[src/rtl/truth_table_sweeper_if.sv]
// Bundle between the truth-table sweeper and its environment.
// The sweeper drives the 4-bit test vector and the result fields.
// The environment drives the sweep request and the response of the
// function under test.
interface truth_table_sweeper_if;
  logic        start;
  logic        f_in;
  logic [3:0]  abcd;
  logic        busy;
  logic        done;
  logic        pass;
  logic [15:0] table_out;
  logic [4:0]  mismatch_count;
  logic [3:0]  first_fail;

  modport slave (
    input  start, f_in,
    output abcd, busy, done, pass, table_out, mismatch_count, first_fail
  );

  modport master (
    output start, f_in,
    input  abcd, busy, done, pass, table_out, mismatch_count, first_fail
  );
endinterface

[src/rtl/truth_table_sweeper.sv]
// Exhaustive tester for a 4-input combinational block.
// A sweep walks abcd through minterms 0..15. Each vector is held for
// SETTLE cycles and f_in is captured on the last of them. The captured
// table is then scored against EXPECTED: pass flag, mismatch count and
// lowest failing minterm.
module truth_table_sweeper #(
  parameter int          SETTLE   = 2,
  parameter logic [15:0] EXPECTED = 16'hAAF8
) (
  input  logic                  clk,
  input  logic                  rst_n,
  truth_table_sweeper_if.slave  bus
);

  localparam logic [3:0] LAST_HOLD = 4'(SETTLE - 1);

  typedef enum logic [1:0] {IDLE, SWEEP, DONE} state_t;

  state_t      state_q, state_d;
  logic [3:0]  hold_cnt;
  logic [3:0]  abcd_q;
  logic        busy_q;
  logic        done_q;
  logic        pass_q;
  logic [15:0] table_q;
  logic [4:0]  mismatch_q;
  logic [3:0]  first_fail_q;
  logic        accept;
  logic        sample;

  function automatic logic [4:0] popcount16(input logic [15:0] v);
    logic [4:0] n;
    n = '0;
    for (int i = 0; i < 16; i++) n = n + {4'd0, v[i]};
    return n;
  endfunction

  // Scanning from the top down lets the lowest set bit win; an all-zero
  // vector yields index 0.
  function automatic logic [3:0] lowest_set(input logic [15:0] v);
    logic [3:0] idx;
    idx = '0;
    for (int i = 15; i >= 0; i--) if (v[i]) idx = 4'(i);
    return idx;
  endfunction

  // State register.
  always_ff @(posedge clk or negedge rst_n) begin
    if (!rst_n) state_q <= IDLE;
    else        state_q <= state_d;
  end

  // Next-state logic. The sweep ends on the sample of minterm 15, so abcd never wraps.
  always_comb begin
    state_d = state_q;
    accept  = 1'b0;
    sample  = 1'b0;
    case (state_q)
      IDLE: begin
        if (bus.start) begin
          accept  = 1'b1;
          state_d = SWEEP;
        end
      end
      SWEEP: begin
        if (hold_cnt == LAST_HOLD) begin
          sample = 1'b1;
          if (abcd_q == 4'hF) state_d = DONE;
        end
      end
      DONE:    state_d = IDLE;
      default: state_d = IDLE;
    endcase
  end

  // Vector generation, response capture and result scoring. done is a
  // registered one-cycle pulse issued as the DONE state is left.
  always_ff @(posedge clk or negedge rst_n) begin
    if (!rst_n) begin
      hold_cnt     <= '0;
      abcd_q       <= '0;
      busy_q       <= 1'b0;
      done_q       <= 1'b0;
      pass_q       <= 1'b0;
      table_q      <= '0;
      mismatch_q   <= '0;
      first_fail_q <= '0;
    end else begin
      done_q <= 1'b0;
      if (accept) begin
        hold_cnt     <= '0;
        abcd_q       <= '0;
        busy_q       <= 1'b1;
        pass_q       <= 1'b0;
        table_q      <= '0;
        mismatch_q   <= '0;
        first_fail_q <= '0;
      end else if (state_q == SWEEP) begin
        if (sample) begin
          table_q[abcd_q] <= bus.f_in;
          hold_cnt        <= '0;
          if (abcd_q != 4'hF) abcd_q <= abcd_q + 4'd1;
        end else begin
          hold_cnt <= hold_cnt + 4'd1;
        end
      end else if (state_q == DONE) begin
        busy_q       <= 1'b0;
        done_q       <= 1'b1;
        pass_q       <= (table_q == EXPECTED);
        mismatch_q   <= popcount16(table_q ^ EXPECTED);
        first_fail_q <= lowest_set(table_q ^ EXPECTED);
      end
    end
  end

  assign bus.abcd           = abcd_q;
  assign bus.busy           = busy_q;
  assign bus.done           = done_q;
  assign bus.pass           = pass_q;
  assign bus.table_out      = table_q;
  assign bus.mismatch_count = mismatch_q;
  assign bus.first_fail     = first_fail_q;

endmodule

[src/flat_wrapper.sv]
// flat-port wrapper written by rule: the top's interface ports become plain ports
module truth_table_sweeper_flat 
#(
  parameter int          SETTLE   = 2,
  parameter logic [15:0] EXPECTED = 16'hAAF8
)
  (clk, rst_n, bus_start, bus_f_in, bus_abcd, bus_busy, bus_done, bus_pass, bus_table_out, bus_mismatch_count, bus_first_fail);
  truth_table_sweeper_if bus_i ();
  input  logic clk;
  input  logic rst_n;
  input wire logic [$bits(bus_i.start)-1:0] bus_start;
  input wire logic [$bits(bus_i.f_in)-1:0] bus_f_in;
  output wire logic [$bits(bus_i.abcd)-1:0] bus_abcd;
  output wire logic [$bits(bus_i.busy)-1:0] bus_busy;
  output wire logic [$bits(bus_i.done)-1:0] bus_done;
  output wire logic [$bits(bus_i.pass)-1:0] bus_pass;
  output wire logic [$bits(bus_i.table_out)-1:0] bus_table_out;
  output wire logic [$bits(bus_i.mismatch_count)-1:0] bus_mismatch_count;
  output wire logic [$bits(bus_i.first_fail)-1:0] bus_first_fail;
  assign bus_i.start = bus_start;
  assign bus_i.f_in = bus_f_in;
  assign bus_abcd = bus_i.abcd;
  assign bus_busy = bus_i.busy;
  assign bus_done = bus_i.done;
  assign bus_pass = bus_i.pass;
  assign bus_table_out = bus_i.table_out;
  assign bus_mismatch_count = bus_i.mismatch_count;
  assign bus_first_fail = bus_i.first_fail;
  truth_table_sweeper #(.SETTLE(SETTLE), .EXPECTED(EXPECTED)) u_core (.clk(clk), .rst_n(rst_n), .bus(bus_i));
endmodule
[config.mk]
export PLATFORM = sky130hd
export DESIGN_NAME = truth_table_sweeper_flat
export DESIGN_NICKNAME = d
export VERILOG_FILES = /design/src/rtl/truth_table_sweeper_if.sv /design/src/rtl/truth_table_sweeper.sv /design/src/flat_wrapper.sv
export SDC_FILE = /design/constraint.sdc
export NUM_CORES = 1
export LEC_CHECK = 0
export BUFFER_PORTS_ARGS = -buffer_cell sky130_fd_sc_hd__buf_4
export CORE_UTILIZATION = 40
export CTS_BUF_LIST = sky130_fd_sc_hd__clkbuf_16
export DETAILED_ROUTE_END_ITERATION = 6
export GPL_ROUTABILITY_DRIVEN = 1
export GPL_TIMING_DRIVEN = 0
export SYNTH_ARGS = -nofsm -noshare
export SYNTH_HDL_FRONTEND = slang
export SYNTH_SLANG_ARGS = --single-unit
[constraint.sdc]
create_clock -name clk -period 5.4 [get_ports clk]
set_input_delay 0 -clock clk [delete_from_list [all_inputs] [get_ports clk]]
set_output_delay 0 -clock clk [all_outputs]
set_load 0.02 [all_outputs]
### Word-level counts from Yosys, hierarchy flattened

Index checks and enable logic that the tools add are counted.

| operators by class | value |
|---|---|
| divide/modulo/power cells | 0 |
| add/subtract/negate cells | 17 |
| mux-type cells | 52 |
| reduce and logical (&&, ||, !) cells | 10 |
| shift operators | 0 |
| bitwise gates (word level) | 1 |
| eq/ne operators | 10 |
| $mul | 0 |
| $lt $le $gt $ge | 2 |

Operators by type and width:

| kind | number |
|---|---|
| 2-to-1 mux 4 bit | 26 |
| adder 5 x 1 -> 5 bit | 14 |
| 2-to-1 mux 16 bit | 3 |
| bitwise mux 16 bit | 1 |
| == test 16 bit, second input constant | 1 |
| 2-to-1 mux 5 bit | 3 |
| 2-to-1 mux 1 bit | 14 |
| NOT 9 bit | 1 |
| adder 4 x 1 -> 4 bit, second input constant | 2 |
| nonzero test 2 bit | 4 |
| 2-to-1 mux 2 bit | 3 |
| inequality test 2 x 1 -> 1 bit, second input constant | 3 |
| AND reduction 3 bit | 2 |
| less-than comparator 4 x 5 -> 1 bit, second input constant | 1 |
| demux 1 bit (select 4 bit) | 1 |
| == test 4 x 1 -> 1 bit, second input constant | 1 |
| == test 4 bit, second input constant | 1 |
| greater-or-equal comparator 4 x 1 -> 1 bit, second input constant | 1 |
| inequality test 4 bit, second input constant | 1 |
| one-hot mux 2 bit (2 select lines) | 1 |
| AND reduction 2 bit | 2 |
| adder 1 x 1 -> 2 bit | 1 |
| == test 2 x 1 -> 1 bit, second input constant | 1 |
| == test 2 bit, second input constant | 1 |
| 3 further kinds | 3 |

| word-level totals | value |
|---|---|
| logic and storage cells | 101 |
| memories | 0 |
| ROM bits | 0 |
| bits in writable memories | 0 |
| bits of input ports | 4 |
| output and inout bits | 32 |
| latch bits | 0 |
| flip-flop bits (word level) | 38 |

### Logic depth before layout (Yosys ltp)

| logic depth | value |
|---|---|
| depth in word-level cells | 20 |
| mapped depth | 13 |
| mapped depth without buffers | 13 |

### Worst setup path after synthesis

No wires, ideal clock.

| timing | value |
|---|---|
| kind | flip-flop to flip-flop |
| start | register u_core.table_q[0] (netlist: u_core.bus.table_out[0]) |
| end | register u_core.mismatch_q[1] (netlist: u_core.bus.mismatch_count[1]) |
| data required time | 5279 ps |
| slack | 1320 ps |
| path buffers | 0 |
| data arrival time | 3959 ps |
| stages on the path, launching flop included | 12 |
| path through | dfrtp_1 inv_1 ha_1 fa_1 inv_1 fa_1 fa_1 inv_1 fa_1 fa_1 fa_1 a22o_1 |

| between the ends | value |
|---|---|
| longest elaborated chain between the ends | 18 |

Ends and longest elaborated chain:

| item | line | text |
|---|---|---|
| start, declared | truth_table_sweeper.sv:25 | `logic [15:0] table_q;` |
| start signal, assigned by index | truth_table_sweeper.sv:100 | `table_q[abcd_q] <= bus.f_in;` |
| adder 1 x 1 -> 2 bit | truth_table_sweeper.sv:34 | `for (int i = 0; i < 16; i++) n = n + {4'd0, v[i]};` |
| adder 5 x 1 -> 5 bit (14 in a row) | truth_table_sweeper.sv:34 |  |
| 2-to-1 mux 5 bit | truth_table_sweeper.sv:106 | `end else if (state_q == DONE) begin` |
| 2-to-1 mux 5 bit | truth_table_sweeper.sv:98 | `end else if (state_q == SWEEP) begin` |
| 2-to-1 mux 5 bit | truth_table_sweeper.sv:90 | `if (accept) begin` |
| end signal, assigned | truth_table_sweeper.sv:110 | `mismatch_q <= popcount16(table_q ^ EXPECTED);` |
| end, declared | truth_table_sweeper.sv:26 | `logic [4:0] mismatch_q;` |

No other way between the ends. The select of a mux whose other input is x is not followed.
A chain may end at the register's enable or synchronous reset.

### Worst setup path after layout

| timing | value |
|---|---|
| start | register u_core.table_q[0] (netlist: u_core.bus.table_out[0]) |
| end | register u_core.mismatch_q[4] (netlist: u_core.bus.mismatch_count[4]) |

Same word-level chain as after synthesis.

==> results.md <==
Critical path:
- The cell with the biggest individual delay on the critical path is fa_1.
- The family with the most delay on the worst path is adder cells.
- Together, buffers and inverters on the worst path number 3.
- The endpoint kind of the worst setup timing path is a flip-flop.
- The register-to-register setup slack is 1.29 ns.
- The critical path goes through inv_1 > ha_1 > fa_1 > inv_1 > fa_1 > fa_1 > inv_1 > fa_1 > fa_1 > fa_1 > a21oi_1 > o21ai_0.
- Counting cells, the worst reg-to-reg path comes to 12.
- The most frequent cell on the critical path is fa_1.
- The startpoint type of the worst setup path is a flip-flop.
- The launch point of the worst reg-to-reg path is u_core.bus.table_out[0]$_DFFE_PN0P_.
- In this run the worst path has a maximum fanout of 6.
- By startpoint and endpoint, the worst setup path is classified as reg2reg.
- The endpoint identified for the worst register-to-register timing path is u_core.bus.mismatch_count[4]$_DFFE_PN0P_.
- The required time at the worst-slack endpoint is 5.56 ns.
- The cell depth of the worst setup path is 12.
- The arrival time of data at the critical path endpoint is 4.27 ns.
- The largest incremental delay on the critical path is 0.51 ns.

Timing:
- Across the routed clock network, the largest skew measured is 0.00203 ns.
- Setup violations remaining at the end of the flow were counted as 0.
- Subtracting the final worst setup slack from the clock period gives 4.11 ns.
- Setup repair after global routing left no endpoint under its margin.
- In this run the tightest slew margin relative to its limit is 51.8%.
- The count of endpoints failing hold in the final timing report is 0.
- In the finished design, the share of the clock period the worst path needs comes to 76.2%.
- For the pin with the worst max-slew slack, the measured transition is 0.722 ns.
- The number of max-slew violations in the final report is 0.
- The highest clock rate is 243 MHz.
- In the post-route analysis, the smallest setup slack over all paths is 1.29 ns.
- The accumulated negative setup slack is 0 ns.

GRT:
- The number of antenna violations at the first check in global routing is 0.
- For this run the aggregate overflow at the end of global routing stands at 0.
- The first global-routing pass estimated 8930 um of wire.
- The via count of the first global-routing pass is 1754.
- The pin count of the biggest net entering global routing is 39.
- The total global-route track usage is 19.1%.

Detailed routing:
- The count of antenna-violating nets left after detailed routing is 0.
- The number of DRC markers after the initial detailed-route iteration is 110.
- The iteration count of the initial detailed-routing pass is 4.
- The mean routed wirelength per cell is 14.8 um.
- In the routed design, unresolved DRC markers number 0.
- Summed over all layers, the routed wires come to 5110 um.
- Using the TritonRoute via totals, the vias-per-cell ratio works out to 5.23.
- The via total after detailed routing is 1810.

Cells and area:
- The number of antenna diodes in the final layout is 0.
- Summing all flip-flop and latch instances after layout gives 951 um2.
- Leaving out filler cells and counting taps, the final layout contains 346.
- The area of combinational cells with multiple inputs is 1200 um2.
- The net count of the finished layout is 299.
- The share of cells above drive strength 1 is 20.1%.
- The signed area change from the synthesized netlist to the final layout is 22.5%.
- The number of fillers in the final layout is 548.
- For this run, the share of the core covered by cells in the final layout is 50.9%.

Synthesis:
- The synthesized netlist devotes 12.4% of its cell area to compound gates.
- The library cell with the largest summed area after synthesis is dfrtp_1.
- The top cell type's share of synthesized area is 41.6%.
- Of the synthesized area, sequential elements account for 41.6%.
- Of the total synthesized cell area, the portion taken by XOR and XNOR cells is 1.53%.
- After synthesis the netlist holds a flip-flop and latch count of 38.
- By count the netlist is led by dfrtp_1, inv_1, nand3_1.
- After Yosys synthesis, and, or, nand and nor cells account for 19.4% of the synthesized area.
- The main flop type after synthesis is dfrtp_1.
- The number of instances in the synthesized netlist is 229.
- After synthesis, the largest family of logic cells by area is simple AND/OR/NAND/NOR gates.
- In this run the cell area of the synthesized design comes to 2290 um2.
- Counting flops with a built-in enable in the synthesized netlist gives 0.
- The average instance in the mapped netlist occupies 9.98 um2.
- In the post-synthesis netlist, the cell with the most instances is dfrtp_1.
- After synthesis, the share of flip-flops with an asynchronous set or reset is 100%.
- By area the synthesized netlist is led by dfrtp_1, fa_1, ha_1.
- The multiplexer fraction of the synthesized cell area is 4.00%.
- Counting every net in the synthesized netlist gives 255.
- The distinct cell type count of the synthesized netlist is 47.
- The synthesis warning total is 0.
- The fraction of the mapped netlist area in adder cells is 15.3%.

Die:
- The initialized floorplan defines 27 standard-cell rows.
- The vertical die dimension is 77.6 um.
- The die extent in x is 77.6 um.
- The die covers 6020 um2.
- The starting density of the core is 41.5%.
- The total area inside the core boundary comes to 5510 um2.
- The number of top-level design ports is 36.

Placed design:
- The HPWL after detailed placement is 3990 um.
- The placer congestion estimate is 0.819.
- The post-placement cell count is 336.
- Input and output buffers added on the ports amount to 35.
- The pre-CTS setup slack is 1.28 ns.

Worst hold path:
- The depth of the worst hold-timing path is 3.
- The class of the tightest hold or removal check is in2reg.
- The hold path startpoint is bus_start.
- For hold timing, the worst endpoint is u_core.bus.busy$_DFFE_PN0P_.

Clock network:
- The root buffer selected by CTS is clkbuf_16.
- The number of H-tree branching levels is 2.
- Clock tree synthesis inserted a total of 5 buffers.
- The worst-case clock buffer depth is 2.
- The clock reaches the later pin of the worst-skew pair after 0.28 ns.
- The clock-pin slew on the worst setup and hold paths is 0.06 ns.
- TritonCTS built the clock tree.
- The tree built by TritonCTS fans out to 38 sinks.

Status:
- The flow ran to the end, and the final reports show no timing, DRC or antenna violations.

Flow run:
- Max-cap violations in this run came to 0.
==> cell type report <==
cell class              instances  area share, %
multi-input cells             157           43.0
flip-flops and latches         38           34.0
repair buffers                 37           10.1
clock buffers                   5           4.47
inverters                      30           4.02
well taps                      72           3.22
plain buffers                   4          0.626
clock inverters                 3          0.581
==> worst max-delay path by stage <==
stage                                                   start                                       end  slack [ns]
after floorplan           u_core.bus.table_out[0]$_DFFE_PN0P_  u_core.bus.mismatch_count[1]$_DFFE_PN0P_        1.32
after global placement    u_core.bus.table_out[0]$_DFFE_PN0P_  u_core.bus.mismatch_count[4]$_DFFE_PN0P_        1.29
after detailed placement  u_core.bus.table_out[0]$_DFFE_PN0P_  u_core.bus.mismatch_count[2]$_DFFE_PN0P_        1.28
after CTS                 u_core.bus.table_out[0]$_DFFE_PN0P_  u_core.bus.mismatch_count[2]$_DFFE_PN0P_        1.26
after global routing      u_core.bus.table_out[0]$_DFFE_PN0P_  u_core.bus.mismatch_count[4]$_DFFE_PN0P_        1.03
final                     u_core.bus.table_out[0]$_DFFE_PN0P_  u_core.bus.mismatch_count[4]$_DFFE_PN0P_        1.29
==> cell usage in the layout, fill, tap and decap left out, types with 2 or more instances in the layout <==
cell type      count
dfrtp_1           38
buf_4             35
inv_1             28
nand3_1           28
nand2_1           21
o21ai_0           14
ha_1              12
nor2_1            10
fa_1              10
mux2i_1            8
a21oi_1            7
o31ai_1            5
clkbuf_16          5
o21ai_1            3
xnor2_1            3
buf_2              2
clkinv_1           2
nor3b_2            2
a31oi_1            2
a22o_1             2
and4b_1            2
clkbuf_1           2
and2_1             2
a41oi_1            2
dlygate4sd3_1      2
==> logic make-up (layout without fill, tap and decap cells) <==
kind of cell | Yosys count | in the layout
simple gates | 78 | 78
compound gates | 44 | 44
flops | 38 | 38
buf+inv | 34 | 79
fa+ha+maj | 22 | 22
mux | 9 | 9
xor+xnor | 4 | 4
==> stage by stage <==
step | cell area [um2] | hold slack, ns
3_5_place_dp | 2640 | 0.00217
5_1_grt | 2800 | 0.0388
4_1_cts | 2800 | 0.0135
6_report | 2800 | 0.00753
2_1_floorplan | 2290 | -0.296
3_3_place_gp | 2640 | 0.000555
==> worst reg2reg max path, delay by kind of cell, from the launching register on <==
kind                       cells  cell delay, ns
buffers and inverters          3            0.21
DFF                            1            0.46
adders and majority gates      7            3.10
AOI/OAI and AO/OA              2            0.23
==> metal layers <==
metal  part of all wire (%)  vias to the layer above  GRT usage, %
li1                       -                      889             -
met1                     47                      866          26.0
met2                     47                       49          30.8
met3                    4.6                        6          4.00
met4                    1.1                        0          5.09
met5                      0                        -             0
==> state kept, by name, summed over array words and instances (netlist names) <==
register	count
u_core.bus.abcd	4
u_core.bus.first_fail	4
u_core.bus.busy	1
u_core.bus.pass	1
u_core.bus.done	1
u_core.hold_cnt	4
u_core.state_q	2
u_core.bus.mismatch_count	5
u_core.bus.table_out	16
==> timing repair <==
item | 4_1_cts | 5_1_grt
gates resized for setup | 0 | 0
hold buffers | 2 | 0
hold endpoints to repair | 39 | 0
setup buffers | 0 | 0
Power is not shown: default switching activity piles up to over one toggle a cycle in this logic, so the estimate is an artifact.
